<file path="config.mk">
export PLATFORM = sky130hd
export DESIGN_NAME = wb_data_master_bridge
export DESIGN_NICKNAME = d
export VERILOG_FILES = /design/src/rtl/soc_bus_pkg.sv /design/src/rtl/bus_timeout_ctr.sv /design/src/rtl/wb_data_master_bridge.sv
export SDC_FILE = /design/constraint.sdc
export NUM_CORES = 1
export LEC_CHECK = 0
export ABC_AREA = 1
export BUFFER_PORTS_ARGS = -buffer_cell sky130_fd_sc_hd__buf_2
export CORE_AREA = 2 2 105 107
export DETAILED_ROUTE_END_ITERATION = 10
export DIE_AREA = 0 0 107 109
export GPL_TIMING_DRIVEN = 0
export PLACE_DENSITY = 0.81
export SYNTH_ARGS = -nofsm -noshare
export SYNTH_HDL_FRONTEND = slang
export SYNTH_HIERARCHICAL = 1
export SYNTH_SLANG_ARGS = --single-unit
</file>
<file path="constraint.sdc">
create_clock -name clk -period 5 [get_ports clk]
set_input_delay 1 -clock clk [delete_from_list [all_inputs] [get_ports clk]]
set_output_delay 1 -clock clk [all_outputs]
set_load 0.005 [all_outputs]
</file>
<file path="src/rtl/soc_bus_pkg.sv">
// Shared types and constants for the MEM-stage Wishbone data master.
// Imported by the bridge and its testbench.
package soc_bus_pkg;

    typedef enum logic [1:0] {
        IDLE = 2'd0,
        BUS  = 2'd1,
        RESP = 2'd2
    } wb_state_t;

    localparam logic [3:0] WB_SEL_WORD     = 4'hF;
    localparam int         DEFAULT_TIMEOUT = 255;

endpackage

</file>
<file path="src/rtl/bus_timeout_ctr.sv">
// Saturating cycle counter that flags a stalled Wishbone slave.
// TIMEOUT of 0 disables the expired flag.
module bus_timeout_ctr #(
    parameter int TIMEOUT = 255
) (
    input  logic clk,
    input  logic rst,
    input  logic clear,
    input  logic enable,
    output logic expired
);

    localparam int CW = (TIMEOUT > 0) ? $clog2(TIMEOUT + 1) : 1;
    localparam logic [CW-1:0] LAST =
        CW'((TIMEOUT > 0) ? TIMEOUT - 1 : 0);
    localparam logic [CW-1:0] CAP = CW'(TIMEOUT);

    logic [CW-1:0] cnt_q;

    always_ff @(posedge clk or posedge rst) begin
        if (rst) begin
            cnt_q <= '0;
        end else if (clear) begin
            cnt_q <= '0;
        end else if (enable && (cnt_q != CAP)) begin
            cnt_q <= cnt_q + 1'b1;
        end
    end

    assign expired = (TIMEOUT > 0) && enable && (cnt_q == LAST);

endmodule

</file>
<file path="src/rtl/wb_data_master_bridge.sv">
// Wishbone B4 classic master for MEM-stage loads, stores and AMOs.
// One bus cycle per request; cyc/lock stay up across a locked AMO pair.
module wb_data_master_bridge
    import soc_bus_pkg::*;
#(
    parameter int DW      = 32,
    parameter int AW      = 32,
    parameter int TIMEOUT = DEFAULT_TIMEOUT
) (
    input  logic            clk,
    input  logic            rst,
    input  logic            mem_read,
    input  logic            mem_write,
    input  logic [AW-1:0]   mem_addr,
    input  logic [DW-1:0]   mem_wdata,
    input  logic [DW/8-1:0] mem_be,
    input  logic            mem_lock,
    output logic [DW-1:0]   mem_rdata,
    output logic            mem_ack,
    output logic            mem_err,
    output logic            wb_cyc_o,
    output logic            wb_stb_o,
    output logic            wb_we_o,
    output logic [AW-3:0]   wb_adr_o,
    output logic [DW-1:0]   wb_dat_o,
    output logic [DW/8-1:0] wb_sel_o,
    output logic            wb_lock_o,
    input  logic [DW-1:0]   wb_dat_i,
    input  logic            wb_ack_i,
    input  logic            wb_err_i
);

    wb_state_t       state_q, state_d;
    logic            cyc_d, stb_d, we_d, lock_d;
    logic            ack_d, err_d;
    logic [AW-3:0]   adr_d;
    logic [DW-1:0]   dat_d, rdata_d;
    logic [DW/8-1:0] sel_d;
    logic            ctr_clr, ctr_exp;
    logic            addr_unused;

    assign addr_unused = ^mem_addr[1:0];

    bus_timeout_ctr #(
        .TIMEOUT (TIMEOUT)
    ) u_tmo (
        .clk     (clk),
        .rst     (rst),
        .clear   (ctr_clr),
        .enable  (state_q == BUS),
        .expired (ctr_exp)
    );

    always_comb begin
        state_d = state_q;
        cyc_d   = wb_cyc_o;
        stb_d   = wb_stb_o;
        we_d    = wb_we_o;
        adr_d   = wb_adr_o;
        dat_d   = wb_dat_o;
        sel_d   = wb_sel_o;
        lock_d  = wb_lock_o;
        rdata_d = mem_rdata;
        ack_d   = 1'b0;
        err_d   = 1'b0;
        ctr_clr = 1'b0;
        unique case (state_q)
            IDLE: begin
                if (mem_read || mem_write) begin
                    state_d = BUS;
                    cyc_d   = 1'b1;
                    stb_d   = 1'b1;
                    we_d    = mem_write;
                    adr_d   = mem_addr[AW-1:2];
                    dat_d   = mem_wdata;
                    sel_d   = mem_be;
                    lock_d  = mem_lock;
                    ctr_clr = 1'b1;
                end else if (!mem_lock) begin
                    lock_d = 1'b0;
                    cyc_d  = 1'b0;
                end
            end
            BUS: begin
                // A slave ack in the final allowed cycle beats the timeout.
                if (wb_err_i || (!wb_ack_i && ctr_exp)) begin
                    state_d = RESP;
                    stb_d   = 1'b0;
                    cyc_d   = wb_lock_o;
                    ack_d   = 1'b1;
                    err_d   = 1'b1;
                    if (!wb_we_o) rdata_d = '0;
                end else if (wb_ack_i) begin
                    state_d = RESP;
                    stb_d   = 1'b0;
                    cyc_d   = wb_lock_o;
                    ack_d   = 1'b1;
                    if (!wb_we_o) rdata_d = wb_dat_i;
                end
            end
            RESP: begin
                state_d = IDLE;
                if (mem_err) begin
                    lock_d = 1'b0;
                    cyc_d  = 1'b0;
                end
            end
            default: state_d = IDLE;
        endcase
    end

    always_ff @(posedge clk or posedge rst) begin
        if (rst) begin
            state_q   <= IDLE;
            wb_cyc_o  <= 1'b0;
            wb_stb_o  <= 1'b0;
            wb_we_o   <= 1'b0;
            wb_adr_o  <= '0;
            wb_dat_o  <= '0;
            wb_sel_o  <= '0;
            wb_lock_o <= 1'b0;
            mem_rdata <= '0;
            mem_ack   <= 1'b0;
            mem_err   <= 1'b0;
        end else begin
            state_q   <= state_d;
            wb_cyc_o  <= cyc_d;
            wb_stb_o  <= stb_d;
            wb_we_o   <= we_d;
            wb_adr_o  <= adr_d;
            wb_dat_o  <= dat_d;
            wb_sel_o  <= sel_d;
            wb_lock_o <= lock_d;
            mem_rdata <= rdata_d;
            mem_ack   <= ack_d;
            mem_err   <= err_d;
        end
    end

endmodule

</file>
# Word level (Yosys, flattened, before mapping)
# Index checks and enable logic that the tools add are counted.
[word_totals] in_bits=107 wordCells=70 ff_bits=114
[classes] n_reduce_logical=18 n_addsub=1 eq_ne=10 muxes=29
[op_table] cell="$mux 32" count=4
[op_table] cell="$mux 1" count=16
[op_table] cell="$mux 8" count=2
[op_table] cell="$add 8x1->8 const B" count=1
[op_table] cell="$eq 8x8->1 const B" count=1
[op_table] cell="$ne 2x2->1 const B" count=4
[op_table] cell="$ne 8x8->1 const B" count=1
[op_table] cell="$reduce_and 4->1" count=2
[op_table] cell="$reduce_bool 2->1" count=4
[op_table] cell="$mux 2" count=3
[op_table] cell="$ne 3x3->1 const B" count=2
[op_table] cell="$reduce_and 3->1" count=2
[op_table] cell="$pmux 1 s2" count=2
[op_table] cell="$pmux 2 s2" count=1
[op_table] cell="$reduce_and 2->1" count=2
[op_table] cell="$logic_and 1x1->1" count=3
[op_table] cell="$pmux 1 s3" count=1
[op_table] cell="$reduce_bool 3->1" count=1
[op_table] cell="$eq 2x1->1 const B" count=1
[op_table] cell="$eq 2x2->1 const B" count=1
[op_table] cell="$logic_not 2->1" count=1
[op_table] cell="$logic_or 1x1->1" count=2
[op_table] cell="$logic_not 1->1" count=1

# Depth between registers and ports, before layout
# Gate-level depths: netlist of the first run.
[logic_depth] word_depth=6 depth_mapped=10

# Cells and area by module
# The synthesis of the first run kept the hierarchy.
[by_module_without_submodules] module="wb_data_master_bridge" instances=1 cells_each=480 area_per_inst_um2=4264.1 seq_area_each_um2=2652.5
[by_module_without_submodules] module="bus_timeout_ctr" instances=1 cells_each=77 area_per_inst_um2=531.8 seq_area_each_um2=200.2

# Least setup slack after synthesis of the first run
# No wires, ideal clock.
[synth_path] path_type="flip-flop to flip-flop" startpoint="reg state_q[1]" endpoint="reg mem_rdata[17]" setup_time_ns=0.126 path_buffers=1 path_slack_ns=2.852 arrival_ns=2.022 stages_incl_launch_ff=11 t_required_ns=4.874 cell_sequence="dfrtp_1 > inv_1 > ha_1 > nand2_1 > nor4_1 > nand2_1 > nand3_2 > nand3b_4 > buf_2 > nand2_1 > o21ai_0"
[synth_via] elab_chain_cells=6 word_cells_on_any_way=8 cone_classes="2 x eq/ne; 1 x mux; 5 x reduce/logical"
[synth_lines] element="start, declared" line="wb_data_master_bridge.sv:33" source="wb_state_t state_q, state_d;"
[synth_lines] element="start signal, assigned" line="wb_data_master_bridge.sv:126" source="state_q <= state_d;"
[synth_lines] element="$eq 2x1->1 (*)" line="wb_data_master_bridge.sv:50" source=".enable (state_q == BUS),"
[synth_lines] element="$logic_and 1x1->1 (*)" line="bus_timeout_ctr.sv:30" source="assign expired = (TIMEOUT > 0) && enable && (cnt_q == LAST);"
[synth_lines] element="named net ctr_exp" line="wb_data_master_bridge.sv:39" source="logic ctr_clr, ctr_exp;"
[synth_lines] element="$logic_and 1x1->1 (*)" line="wb_data_master_bridge.sv:86" source="if (wb_err_i || (!wb_ack_i && ctr_exp)) begin"
[synth_lines] element="$logic_or 1x1->1 (*)" line="wb_data_master_bridge.sv:86"
[synth_lines] element="$ne 2x2->1 (no source line) or $reduce_bool 2->1 (tied branches)"
[synth_lines] element="$reduce_and 4->1 (no source line)"
[synth_lines] element="end signal, assigned" line="wb_data_master_bridge.sv:134" source="mem_rdata <= rdata_d;"
[synth_lines] element="end, declared" line="wb_data_master_bridge.sv:18" source="output logic [DW-1:0] mem_rdata,"
# The timed path passes the listed nets; every way through them passes the cells marked *.
# A chain may end at the register's enable or synchronous reset.

# Worst setup path after layout of the first run
[layout_path] startpoint="reg state_q[1]" endpoint="reg mem_rdata[31]"
# Same word-level chain as after synthesis.

==> results of run 1 <==
-- critical path: cells and delay by family, from the launching register on --
kind	cells	cell delay, ns
simple gates	6	1.22
fa+ha+maj	1	0.43
flops	1	0.40
buf+inv	2	0.38
compound gates	1	0.08
-- cell usage after synthesis, drive strengths merged --
library cell / number
nand3: 12
nand3b: 1
xor2: 2
nor2: 21
dfrtp: 114
nor4: 1
buf: 20
nor3b: 1
clkbuf: 3
o21bai: 1
nand4: 1
nand2: 306
inv: 22
clkinv: 1
or2: 1
a21oi: 6
ha: 8
o21ai: 36
-- routing by layer --
metal  GRT usage (%)  wire length, um  up-vias
met5               0                0        -
met4            8.07              136        0
met3            6.75              957       13
met2            33.3             5640      165
met1            24.9             5010     1940
li1                -                -     2168
-- state kept, by name, summed over array words and instances (netlist names) --
name         flops
u_tmo/cnt_q      8
mem_rdata       32
wb_sel_o         4
wb_cyc_o         1
wb_adr_o        30
state_q          2
wb_lock_o        1
wb_stb_o         1
wb_we_o          1
mem_err          1
mem_ack          1
wb_dat_o        32
-- stage by stage --
step	power [W]	hold WS, ns	setup slack (ns)
4_1_cts	0.00424	0.466	2.31
3_3_place_gp	0.00303	0.449	0.0257
3_5_place_dp	0.00309	0.453	2.31
6_report	0.00418	0.462	2.35
5_1_grt	0.00452	0.478	2.06
2_1_floorplan	0.00240	0.465	1.21
-- cells by family after synthesis --
logic type,Yosys count,share of synthesized area [%]
adder cells (fa/ha/maj),8,2.09
AND/OR/NAND/NOR,344,28.8
AO/OA/AOI/OAI,43,4.77
flip-flops,114,59.5
buffers and inverters,46,4.54
XOR/XNOR,2,0.365
-- final timing paths --
kind,startpoint,endpoint,cells past startpoint
worst min-delay path,wb_adr_o[23],wb_adr_o[23],2
worst max-delay path,state_q[1],mem_rdata[31],10
max in group asynchronous,rst,wb_adr_o[29],3
min in group asynchronous,rst,u_tmo/cnt_q[3],2
worst max register to register,state_q[1],mem_rdata[31],10
worst min register to register,wb_adr_o[23],wb_adr_o[23],2
-- report_power, final --
group | internal, W | switching, W
Clock | 0.000748 | 0.000375
Combinational | 0.000627 | 0.000850
Sequential | 0.00135 | 0.000235
Total | 0.00272 | 0.00146
-- area by class of cell --
class                   count  area (um^2)
fillers                   968         4000
flip-flops and latches    114         2850
multi-input cells         397         1730
repair buffers            209         1070
clock buffers              23          477
well taps                 140          175
plain buffers              23          130
inverters                  23         90.1
clock inverters             6         80.1
==> metrics.txt, run 1 <==
run status finished clean; HPWL Detailed 8830 um; Root Driver clkbuf_8; CP max FO 10; GRT Resource Usage Total 20.3%; # diodes 0; die area 11700 um^2; Clock Sinks 114; Least-Margin Pin Slew a little under 0.8 ns; area post-placement between 6000 and 7000 um^2; P_leak 3.80 nW; final core utilization 62.2%; Top cell by count, worst path nand2_1; #FFs+latches synth 114; setup TNS 0 ns; Critical Path, Cell by Cell inv_1 -> ha_1 -> nand2_1 -> nor4_1 -> nand2_1 -> nand3_2 -> nand3b_4 -> buf_2 -> nand2_1 -> o21ai_0; sequential fraction of the synthesis area 59.5%; most common cell after layout, fill and taps aside nand2_1; Die W 107 um; FMAX 378 MHz; Routed WL per cell around 13 um; TritonCTS clock tree yes; share of cells above drive strength 1 34.8%; share of the synthesized area in the top cell type 59.5%; post-route cell area 6600 um^2; min Tclk post-route ~2.6 ns; max-cap violation count 0; Clock Skews 0.00879 ns; FF-to-FF setup slack 2.35 ns; Syn Std Cell Area 4800 um^2; clk_lat worst skew 0.50 ns; GR Overflow Total 0; most frequent cells in the layout 302 x nand2_1, 223 x buf_2, 114 x dfrtp_1, 22 x o21ai_0, 17 x nor2_1; Netlist cell types 29; Power Density 634 nW/um^2; drt pass-1 iters 4; Routed Antenna Nets 0; Post-Route WL 11700 um; H-tree lvl count 4; critical path type reg2reg; Core Area 10600 um^2; drt first-iter violations 274; crit path max-delay cell type nor4_1; DR vias/cell 4.58; Nets 900; Critical Path AT 3.02 ns; I/O pins around 210; RSZ-0062 raised after global routing no; relative slew slack 47.6%; Syn. warnings 6; site row count 38; Vert. Die Dim approximately 110 um; final slew viol count 0; Initial Utilization 45.2%; Mean Syn Cell Area 8.61 um^2; vias in the first global route 4020; CTS Buffer Depth 2; pin count of the biggest net entering global routing between 60 and 70; number of buffers added on ports 208; startpoint class of the critical path flop; Tcrit/Tclk final roughly 53%; Non-Filler Instances 935; Synth Net Count roughly 670; Final setup viols 0; WP data required roughly 5.4 ns; Worst-path clk slew ~0.05 ns; maximum VDD drop approximately 0.00026 V; Hold Buf Count CTS 0; Post-CTS Setup Repair Bufs 0; area grow syn2layout 37.6%; Crit. End Element flop; synthesized instance count 557; area leader, netlist dfrtp_1; Hold Fails Final Rpt 0; Via Count 4286; Cells after DPL between 900 and 1000; slowest cell delay on critical path 0.60 ns; initial antenna violation count 0; Hold Crit Class reg2reg; first-pass GRT wire length ~18000 um; CTS resizes 0; gpl congestion about 0.79; synth top area cells dfrtp_1 59%, nand2_1 24%, o21ai_0 2.3%, ha_1 2.1%, buf_2 1.6%; number of CTS-inserted buffers 17; # DRC 0
Note: power is estimated with default switching activity, not from simulation.
==> inputs of run 2 (changes only) <==
Settings changed: ABC_AREA 1 to 0, CORE_AREA 2 2 105 107 to 2 2 111 113, DIE_AREA 0 0 107 109 to 0 0 113 115, PLACE_DENSITY 0.81 to 0.78.
Clock period 5 ns to 2.2 ns, I/O delays scaled along.
==> metrics.txt, run 2 <==
Routed Antenna Nets 0 (unchanged); critical path type reg2reg; DR vias/cell 4.89 (+6.6%); final slew viol count 0 (unchanged); Hold Fails Final Rpt 0 (unchanged); Post-Route WL 11600 um (-1.5%); HPWL Detailed 8610 um (-2.5%); GR Overflow Total 0 (unchanged); Syn. warnings 6 (unchanged); Crit. End Element flop; slowest cell delay on critical path 0.40 ns (-0.20 ns); first-pass GRT wire length 18300 um (-0.52%); pin count of the biggest net entering global routing 43 (-34%); Hold Buf Count CTS 0 (unchanged); FMAX 479 MHz (+27%); synth top area cells dfrtp_1 58%, mux2_2 15%, o31ai_2 7.1%, o21ai_0 3.6%, inv_1 3.2%; complex-gate fraction of the synthesized area 14.1% (+9.3 points); Tcrit/Tclk final 94.8% (+42 points); gpl congestion 0.757 (-4.7%); number of buffers added on ports 208 (unchanged); Least-Margin Pin Slew 0.584 ns (-0.196 ns); share of cells above drive strength 1 58.4% (+24 points); Clock Sinks 114 (unchanged); Buf/Inv on CP 1 (-1); main combinational cell family by area after synthesis multiplexers; WP data required 2.49 ns (-2.89 ns); Die W 113 um (+5.6%); Clock Skews 0.00854 ns (-0.000248 ns); Int Pwr 0.00669 W (+150%); Crit path max-delay family flip-flops; Root Driver clkbuf_16; mux share of post-synthesis cell area 15.9% (+16 points); Synth Flop Type dfrtp_1; drt pass-1 iters 9 (+5); Worst-path clk slew 0.05 ns (about the same); Final setup viols 0 (unchanged); site row count 40 (+5.3%); Synth Area in Adders 2.02% (-0.065 points); Synth Area in XOR/XNOR 0.177% (-0.19 points); Post-synth ARST share 100% (unchanged); most common cell after layout, fill and taps aside buf_2; TritonCTS clock tree yes; switching share of power 30.0% (-4.9 points); run status complete, but fails checks; startpoint class of the critical path flop; Psw 0.00286 W (+96%); failing checks DRC; commonest cells in the synthesized netlist 114 x dfrtp_1, 67 x mux2_2, 42 x inv_1; Via Count 3739 (-13%); Synth Net Count 493 (-27%); CTS Buffer Depth 2 (unchanged); most frequent cells in the layout 216 x buf_2, 114 x dfrtp_1, 67 x mux2_2, 41 x inv_1, 36 x o21ai_0; CP Depth 6 (-4); Critical Path AT 2.37 ns (-0.65 ns); Nets 723 (-20%); area leader, netlist dfrtp_1; launching point of the worst reg2reg path state_q[1]; # DRC 19 (+19); WHS 0.0111 ns (-0.451 ns); min Tclk post-route 2.09 ns (-0.563 ns); Routed WL per cell 15.1 um (+20%); GRT Resource Usage Total 17.9% (-2.4 points); Comb pwr share 35.3% (about the same); crit path max-delay cell type dfrtp_1; Mean Syn Cell Area 13.1 um^2 (+52%); clk_lat worst skew 0.41 ns (-0.09 ns); Non-Filler Instances 765 (-18%); EDFF count, synth 0 (unchanged); relative slew slack 61.0% (+13 points); CP max FO 14 (+4); area grow syn2layout 38.1%; initial antenna violation count 0 (unchanged); Regs by FF count mem_rdata x32, wb_dat_o x32, wb_adr_o x30; Cells after DPL 735 (-19%); Netlist cell types 42 (+45%); Hold Crit Class in2async; FF-to-FF setup slack 0.11 ns (-2.24 ns); maximum VDD drop 0.000709 V (+170%); Worst Setup EP wb_cyc_o; share of the synthesized area in the top cell type 57.6% (-1.9 points); Sequential Power Share 36.3% (-1.5 points); H-tree lvl count 4 (unchanged); Worst Reg2Reg Path Length in Cells 6 (-4); synthesized instance count 378 (-32%); # diodes 0 (unchanged); max-cap violation count 0 (unchanged); Initial Utilization 41.9% (-3.3 points); crit path launch state_q[1]; Critical Path, Cell by Cell inv_1 -> ha_4 -> and3_2 -> nor3_2 -> a2111oi_2 -> mux2_2; post-route cell area 6840 um^2 (+3.6%); number of CTS-inserted buffers 17 (unchanged); sequential fraction of the synthesis area 57.6% (-1.9 points); P_leak 3.48 nW (-8.4%); drt first-iter violations 183 (-33%); I/O pins 211 (unchanged); R2R Path End wb_cyc_o; #FFs+latches synth 114 (unchanged); area post-placement 6220 um^2 (+2.9%); vias in the first global route 3980 (-1.0%); Clock Power Share 28.3% (+1.4 points); most frequent cell after synthesis dfrtp_1; Core Area 11800 um^2 (+11%); die area 13000 um^2 (+11%); Vert. Die Dim 115 um (+5.5%); Synth Area in Simple Gates 4.47% (-24 points); Power Density 1400 nW/um^2 (+120%); Syn Std Cell Area 4950 um^2 (+3.2%)
[run 2: changes by cell type after synthesis, moves of 5 or more]
cell      before  now
nand2_1      302    5
mux2_2         0   67
o31ai_2        0   28
inv_1         17   42
o21ai_0       22   36
o21ai_1       14    2
buf_2         15    8
nor2_1        17   10
clkbuf_1       1    6
inv_2          5    0
nand3_1       11    6
[run 2: metal layers]
layer / GRT usage (%) / routed length [um]
met4: 8.29 / 205
met3: 5.90 / 976
met2: 31.9 / 5830
met5: 0 / 0
met1: 19.4 / 4540
[run 2: kinds of logic (layout without fill, tap and decap cells)]
group                      count (synthesis)  in the layout
xor gates and xnor gates                   1              1
and+or+nand+nor                           39             40
buffers and inverters                     63            302
AOI/OAI and AO/OA                         83             83
adders and majority gates                  8              8
muxes                                     70             70
DFF                                      114            114
[run 2: how the worst min path moves through the flow]
stage	startpoint	to	slack, ns	cells past startpoint
2_1_floorplan	rst	u_tmo/cnt_q[0]	0.26	1
3_5_place_dp	rst	u_tmo/cnt_q[5]	0.44	2
3_3_place_gp	rst	u_tmo/cnt_q[5]	0.43	2
6_report	rst	u_tmo/cnt_q[0]	0.01	2
4_1_cts	rst	u_tmo/cnt_q[0]	0.005	2
5_1_grt	rst	u_tmo/cnt_q[0]	0.02	2
[run 2: layout make-up]
cell class,instances,area (um^2)
buffer,20,130
clock buffer,23,478
tap,147,184
inverter,42,161
fill,950,4970
sequential,114,2850
timing repair buffer,211,1090
clock inverter,6,105
multi-input combinational,202,1840
[run 2: stage by stage]
stage | total power [W] | worst slack, ns | util, % | TNS (ns)
final | 0.00955 | 0.114 | 57.9 | 0
after global routing | 0.0102 | -0.0181 | 57.9 | -0.0203
after CTS | 0.00966 | 0.00984 | 57.6 | 0
after detailed placement | 0.00689 | -0.190 | 52.7 | -4.32
after global placement | 0.00673 | -0.165 | 52.3 | -18.52
after floorplan | 0.00546 | 0.160 | - | 0
[run 2: worst register-to-register path, stage by stage, from the launching register on]
cell	delay, ns
dfrtp_1	0.40
inv_1	0.17
ha_4	0.26
and3_2	0.27
nor3_2	0.10
a2111oi_2	0.39
mux2_2	0.37
[run 2: timing repair]
| item | in CTS | in global routing |
|---|---|---|
| setup endpoints to repair | 34 | 40 |
| resized for setup | 1 | 9 |
| buffers inserted | 0 | 1 |
| pin swaps | 1 | 1 |
| gates cloned | 0 | 1 |
| endpoints found under the hold margin | 0 | 0 |
[run 2: power groups by stage]
stage	combinational (W)	clock, W	sequential, W
after floorplan	0.00190	0	0.00356
after global placement	0.00328	0	0.00345
after global routing	0.00373	0.00286	0.00359
after detailed placement	0.00339	0	0.00350
final	0.00338	0.00271	0.00347
after CTS	0.00342	0.00277	0.00347
